**src/rtl/dm_access_pkg.sv**
```systemverilog
// dm_access_pkg: shared types, constants and helpers for the data-memory access unit
package dm_access_pkg;
  typedef enum logic [1:0] {SZ_B, SZ_H, SZ_W, SZ_BAD} size_e;
  typedef enum logic [1:0] {IDLE, ACCESS, CAPTURE, RESP} state_e;
  localparam logic [3:0] WEB_NONE = 4'b1111;
  function automatic logic is_misaligned(size_e size, logic [1:0] off);
    return (size == SZ_H && off[0]) || (size == SZ_W && off != 2'b00);
  endfunction
endpackage

```
**src/rtl/dm_lane_align.sv**
```systemverilog
// dm_lane_align: byte-lane steering for stores and lane extraction/extension for loads
module dm_lane_align
  import dm_access_pkg::*;
(
  input  size_e       size,
  input  logic [1:0]  off,
  input  logic        uns,
  input  logic [31:0] wdata,
  input  logic [31:0] rdata_raw,
  output logic [3:0]  web,
  output logic [31:0] di,
  output logic [31:0] rdata
);
  logic [31:0] sh;
  // store lane mask/replication and load right-justify plus sign/zero extension
  always_comb begin
    sh = rdata_raw >> {off, 3'b000};
    web = size == SZ_B ? ~(4'b0001 << off) : size == SZ_H ? (off[1] ? 4'b0011 : 4'b1100) : 4'b0000;
    di = size == SZ_B ? {4{wdata[7:0]}} : size == SZ_H ? {2{wdata[15:0]}} : wdata;
    rdata = size == SZ_B ? {{24{sh[7] & ~uns}}, sh[7:0]} :
            size == SZ_H ? {{16{sh[15] & ~uns}}, sh[15:0]} : rdata_raw;
  end
endmodule

```
**src/rtl/dm_access_unit.sv**
```systemverilog
// dm_access_unit: single-outstanding load/store front-end driving a word-wide SRAM
module dm_access_unit
  import dm_access_pkg::*;
#(
  parameter int ADDR_W = 14
) (
  input  logic              clk,
  input  logic              rst,
  input  logic              req_valid,
  output logic              req_ready,
  input  logic              req_we,
  input  logic [1:0]        req_size,
  input  logic              req_unsigned,
  input  logic [31:0]       req_addr,
  input  logic [31:0]       req_wdata,
  output logic              rsp_valid,
  output logic [31:0]       rsp_rdata,
  output logic              rsp_err,
  output logic              dm_oe,
  output logic [3:0]        dm_web,
  output logic [ADDR_W-1:0] dm_addr,
  output logic [31:0]       dm_di,
  input  logic [31:0]       dm_do
);
  state_e      state;
  size_e       size_q, sz;
  logic [1:0]  off_q, off;
  logic        we_q, uns_q, req_err;
  logic [3:0]  web;
  logic [31:0] di, rdata;
  logic        unused_hi;
  // lane logic sees the live request while idle and the latched one afterwards
  always_comb begin
    sz = state == IDLE ? size_e'(req_size) : size_q;
    off = state == IDLE ? req_addr[1:0] : off_q;
    req_err = is_misaligned(size_e'(req_size), req_addr[1:0]) || size_e'(req_size) == SZ_BAD;
    unused_hi = ^req_addr[31:ADDR_W+2];
  end
  dm_lane_align u_align (
    .size(sz), .off(off), .uns(uns_q), .wdata(req_wdata), .rdata_raw(dm_do),
    .web(web), .di(di), .rdata(rdata)
  );
  // request FSM; every SRAM and response output is a register updated here
  always_ff @(posedge clk or negedge rst) begin
    if (!rst) begin
      state <= IDLE;
      req_ready <= 1'b1;
      rsp_valid <= 1'b0;
      rsp_rdata <= '0;
      rsp_err <= 1'b0;
      dm_oe <= 1'b0;
      dm_web <= WEB_NONE;
      dm_addr <= '0;
      dm_di <= '0;
      we_q <= 1'b0;
      size_q <= SZ_B;
      uns_q <= 1'b0;
      off_q <= '0;
    end else begin
      case (state)
        IDLE: if (req_valid && req_ready) begin
          we_q <= req_we;
          size_q <= size_e'(req_size);
          uns_q <= req_unsigned;
          off_q <= req_addr[1:0];
          req_ready <= 1'b0;
          if (req_err) begin
            state <= RESP;
            rsp_valid <= 1'b1;
            rsp_err <= 1'b1;
            rsp_rdata <= '0;
          end else begin
            state <= ACCESS;
            dm_addr <= req_addr[ADDR_W+1:2];
            dm_oe <= ~req_we;
            dm_web <= req_we ? web : WEB_NONE;
            dm_di <= req_we ? di : '0;
          end
        end
        ACCESS: if (we_q) begin
          state <= RESP;
          dm_web <= WEB_NONE;
          dm_di <= '0;
          dm_addr <= '0;
          rsp_valid <= 1'b1;
          rsp_err <= 1'b0;
          rsp_rdata <= '0;
        end else state <= CAPTURE;
        CAPTURE: begin
          state <= RESP;
          dm_oe <= 1'b0;
          dm_addr <= '0;
          rsp_valid <= 1'b1;
          rsp_err <= 1'b0;
          rsp_rdata <= rdata;
        end
        RESP: begin
          state <= IDLE;
          rsp_valid <= 1'b0;
          req_ready <= 1'b1;
        end
        default: state <= IDLE;
      endcase
    end
  end
endmodule

```
**config.mk**
```make
export PLATFORM = sky130hd
export DESIGN_NAME = dm_access_unit
export DESIGN_NICKNAME = d
export VERILOG_FILES = /design/src/rtl/dm_access_pkg.sv /design/src/rtl/dm_lane_align.sv /design/src/rtl/dm_access_unit.sv
export SDC_FILE = /design/constraint.sdc
export NUM_CORES = 1
export LEC_CHECK = 0
export ABC_AREA = 1
export BUFFER_PORTS_ARGS = -buffer_cell sky130_fd_sc_hd__buf_2
export CAP_MARGIN = 20
export CORE_MARGIN = 5
export CORE_UTILIZATION = 25
export CTS_CLUSTER_SIZE = 28
export DETAILED_ROUTE_END_ITERATION = 16
export PLACE_DENSITY = 0.55
export SLEW_MARGIN = 20
export SYNTH_ARGS = -nofsm -noshare
export SYNTH_HDL_FRONTEND = slang
export SYNTH_SLANG_ARGS = --single-unit
```
**constraint.sdc**
```tcl
create_clock -name clk -period 2.15 [get_ports clk]
set_input_delay 0.215 -clock clk [delete_from_list [all_inputs] [get_ports clk]]
set_output_delay 0.215 -clock clk [all_outputs]
set_load 0.005 [all_outputs]
```
# Word level (Yosys, flattened, before mapping)
# Cells that the tools add are included.
[word_totals]
regBits = 94
[op_classes]
eq_ne = 11
shift = 2
n_mux = 41
bitwise_logic = 5
n_reduce_logical = 19
[op_table]
columns = ["cell", "count"]
rows = [
  ["32-bit 2-to-1 mux", 10],
  ["32-bit one-hot mux with 3 select lines", 1],
  ["32-bit one-hot mux with 2 select lines", 1],
  ["14-bit 2-to-1 mux", 3],
  ["14-bit one-hot mux with 3 select lines", 1],
  ["32-bit by 5-bit right shift with 16-bit output", 1],
  ["4-bit 2-to-1 mux", 7],
  ["4-bit AND reduction", 3],
  ["2-bit equality test, second input constant", 4],
  ["1-bit 2-to-1 mux", 8],
  ["2-bit 2-to-1 mux", 4],
  ["2-bit one-hot mux with 4 select lines", 1],
  ["4-bit one-hot mux with 2 select lines", 1],
  ["2-bit nonzero test", 4],
  ["2-bit by 1-bit equality test with 1-bit output, second input constant", 3],
  ["2-bit inequality test, second input constant", 3],
  ["3-bit AND reduction", 2],
  ["2-bit logical NOT", 2],
  ["4-bit NOT", 1],
  ["1-bit one-hot mux with 2 select lines", 2],
  ["1-bit one-hot mux with 4 select lines", 1],
  ["2-bit AND reduction", 2],
  ["1-bit by 2-bit << shifter with 4-bit output, first input constant", 1],
  ["1-bit logical AND", 3],
  ["other kinds (6)", 9],
]

# Longest topological paths before layout
[logic_depth]
ltp_word = 9
ltp_mapped = 13

# Modules after synthesis
# Synthesis repeated with hierarchy kept, for this count alone.
[hier_totals]
hier_cells = 854
area_unflattened_um2 = 6018.3
[modules_own_cells]
columns = ["mod", "instances", "cells_each", "area_each_um2", "seq_area_each_um2"]
rows = [
  ["dm_access_unit", 1, 593, 4745.8, 2358.5],
  ["dm_lane_align", 1, 261, 1272.5, 0.0],
]

# Least setup slack after synthesis
# OpenSTA, ideal clock, no wires.
[synth_path]
path_kind = "register to register"
start = "register state[0]"
end = "register rsp_rdata[16]"
setup_time_ps = 124
t_arrival_ps = 1716
required_time_ps = 2026
setup_slack_ps = 310
path_stages_with_launch = 12
n_path_buf = 2
synth_period_minus_slack_ps = 1840
cell_sequence = "dfrtp_1 > inv_1 > ha_1 > buf_6 > o21ai_4 > nand2_2 > nor2_2 > nand2_2 > inv_2 > buf_2 > nor2_1 > o21bai_2"
[synth_via]
elab_chain_len = 7
elab_cells_between_ends = 18
cone_classes = "eq/ne: 6; shift: 1; mux: 5; bitwise: 2; reduce/logical: 4"
[synth_rtl]
columns = ["item", "line_no", "text"]
rows = [
  ["start: declaration", "dm_access_unit.sv:25", "state_e state;"],
  ["start signal: assignment", "dm_access_unit.sv:46", "state <= IDLE;"],
  ["start signal: assignment", "dm_access_unit.sv:68", "state <= RESP;"],
  ["start signal: assignment", "dm_access_unit.sv:73", "state <= ACCESS;"],
  ["2-bit logical NOT", "dm_access_unit.sv:34, dm_access_unit.sv:35, dm_access_unit.sv:60", ""],
  ["2-bit 2-to-1 mux", "dm_access_unit.sv:35", "off = state == IDLE ? req_addr[1:0] : off_q;"],
  ["32-bit by 5-bit right shift with 16-bit output", "dm_lane_align.sv:17", "sh = rdata_raw >> {off, 3'b000};"],
  ["1-bit bitwise AND", "dm_lane_align.sv:21", "size == SZ_H ? {{16{sh[15] & ~uns}}, sh[15:0]} : rdata_raw;"],
  ["32-bit 2-to-1 mux", "dm_lane_align.sv:21", ""],
  ["32-bit 2-to-1 mux", "dm_lane_align.sv:20", "rdata = size == SZ_B ? {{24{sh[7] & ~uns}}, sh[7:0]} :"],
  ["32-bit one-hot mux with 3 select lines", "dm_access_unit.sv:60", "case (state)"],
  ["end signal: assignment", "dm_access_unit.sv:95", "rsp_rdata <= rdata;"],
  ["end: declaration", "dm_access_unit.sv:17", "output logic [31:0] rsp_rdata,"],
]
# Parallel ways exist; a longest one is shown, timed or not.
# A chain may end at the register's enable or synchronous reset.

# Worst setup path in the final report
[layout_path]
start = "register state[0]"
end = "register rsp_rdata[4]"
[layout_via]
elab_chain_len = 6
elab_cells_between_ends = 16
cone_classes = "eq/ne: 6; shift: 1; mux: 5; reduce/logical: 4"
[layout_rtl]
columns = ["item", "line_no"]
rows = [
  ["2-bit logical NOT", "dm_access_unit.sv:34, dm_access_unit.sv:35, dm_access_unit.sv:60"],
  ["2-bit 2-to-1 mux, on equally long branches", "dm_access_unit.sv:35, dm_access_unit.sv:34"],
  ["32-bit by 5-bit right shift with 16-bit output / 2-bit by 1-bit equality test with 1-bit output (equally long branches)", "dm_lane_align.sv:17, dm_lane_align.sv:21"],
  ["32-bit 2-to-1 mux", "dm_lane_align.sv:21"],
  ["32-bit 2-to-1 mux", "dm_lane_align.sv:20"],
  ["32-bit one-hot mux with 3 select lines", "dm_access_unit.sv:60"],
]
# Parallel ways exist; a longest one is shown, timed or not.

==> metrics.csv <==
metric,value,unit
min_from,req_addr[15],
synth_seq_cells,94,
final_common_cell,nand2_1,
crit_path_max_fanout,8,
drt_iter0_markers,355,
cts_tree,yes,
worstReg2RegEnd,rsp_rdata[4],
routed_via_density,4.382,
p_per_area,1578,nW/µm²
hold_depth,3,
cts-root-buf,clkbuf_16,
status,finished clean,
ios,189,
ys_warn_count,0,
drt-total-wl,18150,µm
endpoint_kind,register,
core.rowCount,53,
hold_end,dm_addr[13],
synth_edf_count,0,
setup_violations,0,
grt_antenna_before_repair,1,
h-tree-depth,3,
drive_above_1_share,30.94,%
grt_max_degree,39,
synth.avg_cell_area,7.447,µm²
gp_congestion,0.8413,
area_growth,30.78,%
tns,0,ns
dieArea,24090,µm²
port_buffers,172,
nets,994,
cp.arrival,2.22,ns
clock_latency,0.35,ns
leakage,3.934,nW
wl_per_cell,15.55,µm
seq_area_frac_synth,44.73,%
synth_cell_types,36,
overflow,0,
synth_cells,708,
antenna_left,0,
whs,0.08717,ns
core_area,20890,µm²
fp.dieW,155.2,µm
dp.final_hpwl,13610,µm
fin_ws,0.1694,ns
rsz0062_at_grt,no,
fmax,504.9,MHz
max_slew.worst_pin.slew,0.5021,ns
crit_required,2.39,ns
cp-start-kind,register,
fin_crit_sh,92.12,%
cts.sinks,94,
p_total,10.88,mW
firstDrtPassIters,5,
rr_startpoint,state[0],
netlist_area,5273,µm²
drc,0,
clkTransAtPathRegs,0.07,ns
slew_headroom,66.49,%
layout_common_cells,"nand2_1 (296), buf_2 (171), dfrtp_1 (88)",
grt_first_pass_wirelength,28120,µm
grt_usage,14.91,%
worst_hold_path_type,input pin to register,
cts_buffer_depth,2,
grt_pass1_vias,4967,
route.vias.total,5114,
ff2ff_path_depth,13,
synth_fp_nets,815,
numCtsBuffers,9,
fillers,2294,
antenna_cells,0,
max-cap-violations,0,
r2r_setup_slack,0.17,ns
die_h,155.2,µm
path_class,register to register,
fin_skew,0.008917,ns
ys_dominant_reg_cell,dfrtp_1,
fin_crit,1.981,ns
place_ws,-0.02732,ns
start_util,25.24,%
async_reset_ff_share,100.0,%
slew_viol_final,0,
ir_drop,0.5540,mV
hold_viol,0,
==> cell usage after synthesis, types with 2 or more instances <==
cell	n	area, µm²
nand2_1	298	1119
o21bai_2	10	112.6
nand3_1	38	190.2
dfrtp_1	89	2227
inv_1	52	195.2
nor2_2	4	25.02
o21bai_1	6	45.04
dfstp_2	5	131.4
ha_1	4	50.05
buf_6	7	78.83
buf_4	5	37.54
nand3_2	2	20.02
nand2_2	12	75.07
nor2_1	38	142.6
o21ai_0	41	205.2
buf_2	9	45.04
or2_2	2	12.51
nor2_8	2	40.04
a21oi_1	18	90.09
nand2_4	6	67.56
o21ai_4	2	32.53
o21ai_1	14	70.07
buf_1	3	11.26
inv_2	7	26.28
nand4_1	16	100.1
nor3_1	2	10.01
clkbuf_1	7	26.28
==> sequential cells by signal, indices dropped and copies added, names as in the netlist, 2 cells and up <==
signal     flops
state          2
dm_web         4
rsp_rdata     32
off_q          2
size_q         2
dm_di         32
dm_addr       14
==> worst max path at each step <==
stage / end / cells past startpoint / startpoint
4_1_cts: rsp_rdata[22] / 12 / state[0]
6_report: rsp_rdata[4] / 13 / state[0]
3_5_place_dp: rsp_rdata[15] / 12 / state[0]
5_1_grt: rsp_rdata[4] / 13 / state[0]
3_3_place_gp: rsp_rdata[15] / 12 / state[0]
2_1_floorplan: rsp_rdata[16] / 11 / state[0]
==> critical path, stage by stage, from the launching register on <==
cell     delay, ns
dfrtp_2       0.44
inv_2         0.11
ha_4          0.17
buf_4         0.14
nand2_2       0.05
nand2_2       0.09
inv_2         0.10
buf_4         0.17
nor2_4        0.18
nand2_1       0.07
o21ai_0       0.10
o21ai_1       0.09
nand2_1       0.10
nand2_1       0.05
==> per-layer routing <==
metal | vias to the layer above | part of all wire, % | track usage, %
met5 | - | 0.039 | 0
met4 | 2 | 3.3 | 7.128
met3 | 33 | 4.1 | 2.615
met2 | 109 | 47 | 22.78
met1 | 2374 | 46 | 20.47
li1 | 2596 | - | -
==> power breakdown <==
group | leakage [nW] | internal [mW] | switching [mW]
registers | 1.23 | 2.40 | 0.305
clock network | 0.166 | 1.14 | 0.740
logic | 2.54 | 2.18 | 4.12
total | 3.93 | 5.72 | 5.17
==> metrics by stage <==
step	area (µm²)	cells	util (%)
after floorplan	5273	708	-
after global placement	6490	1149	31.07
after detailed placement	6490	1149	31.07
after CTS	6858	1166	32.83
after global routing	6895	1167	33.01
final	6895	1167	33.01
==> layout make-up <==
cell class,count,area [µm²],area share [%]
clock buffers,9,225.2,3.266
well taps,275,344.1,4.990
repair buffers,199,1081,15.68
multi-input cells,524,2541,36.85
clock inverters,7,120.1,1.742
flip-flops and latches,94,2360,34.22
inverters,59,224.0,3.248
==> cell families (layout without fill, tap and decap cells) <==
family / Yosys count / count (layout) / share of synthesized area [%]
fa+ha+maj: 4 / 4 / 0.9493
buf+inv: 90 / 274 / 7.974
simple gates: 425 / 425 / 35.17
compound gates: 95 / 95 / 11.18
flops: 94 / 94 / 44.73
==> timing repair <==
action / in CTS / in global routing
resized for setup: 2 / 9
hold buffers: 1 / 0
endpoints found under the hold margin: 19 / 0
setup buffers: 0 / 1
endpoints found under the setup margin: 19 / 66
pin swaps: 0 / 1
Power figures use the tool's default switching activity.
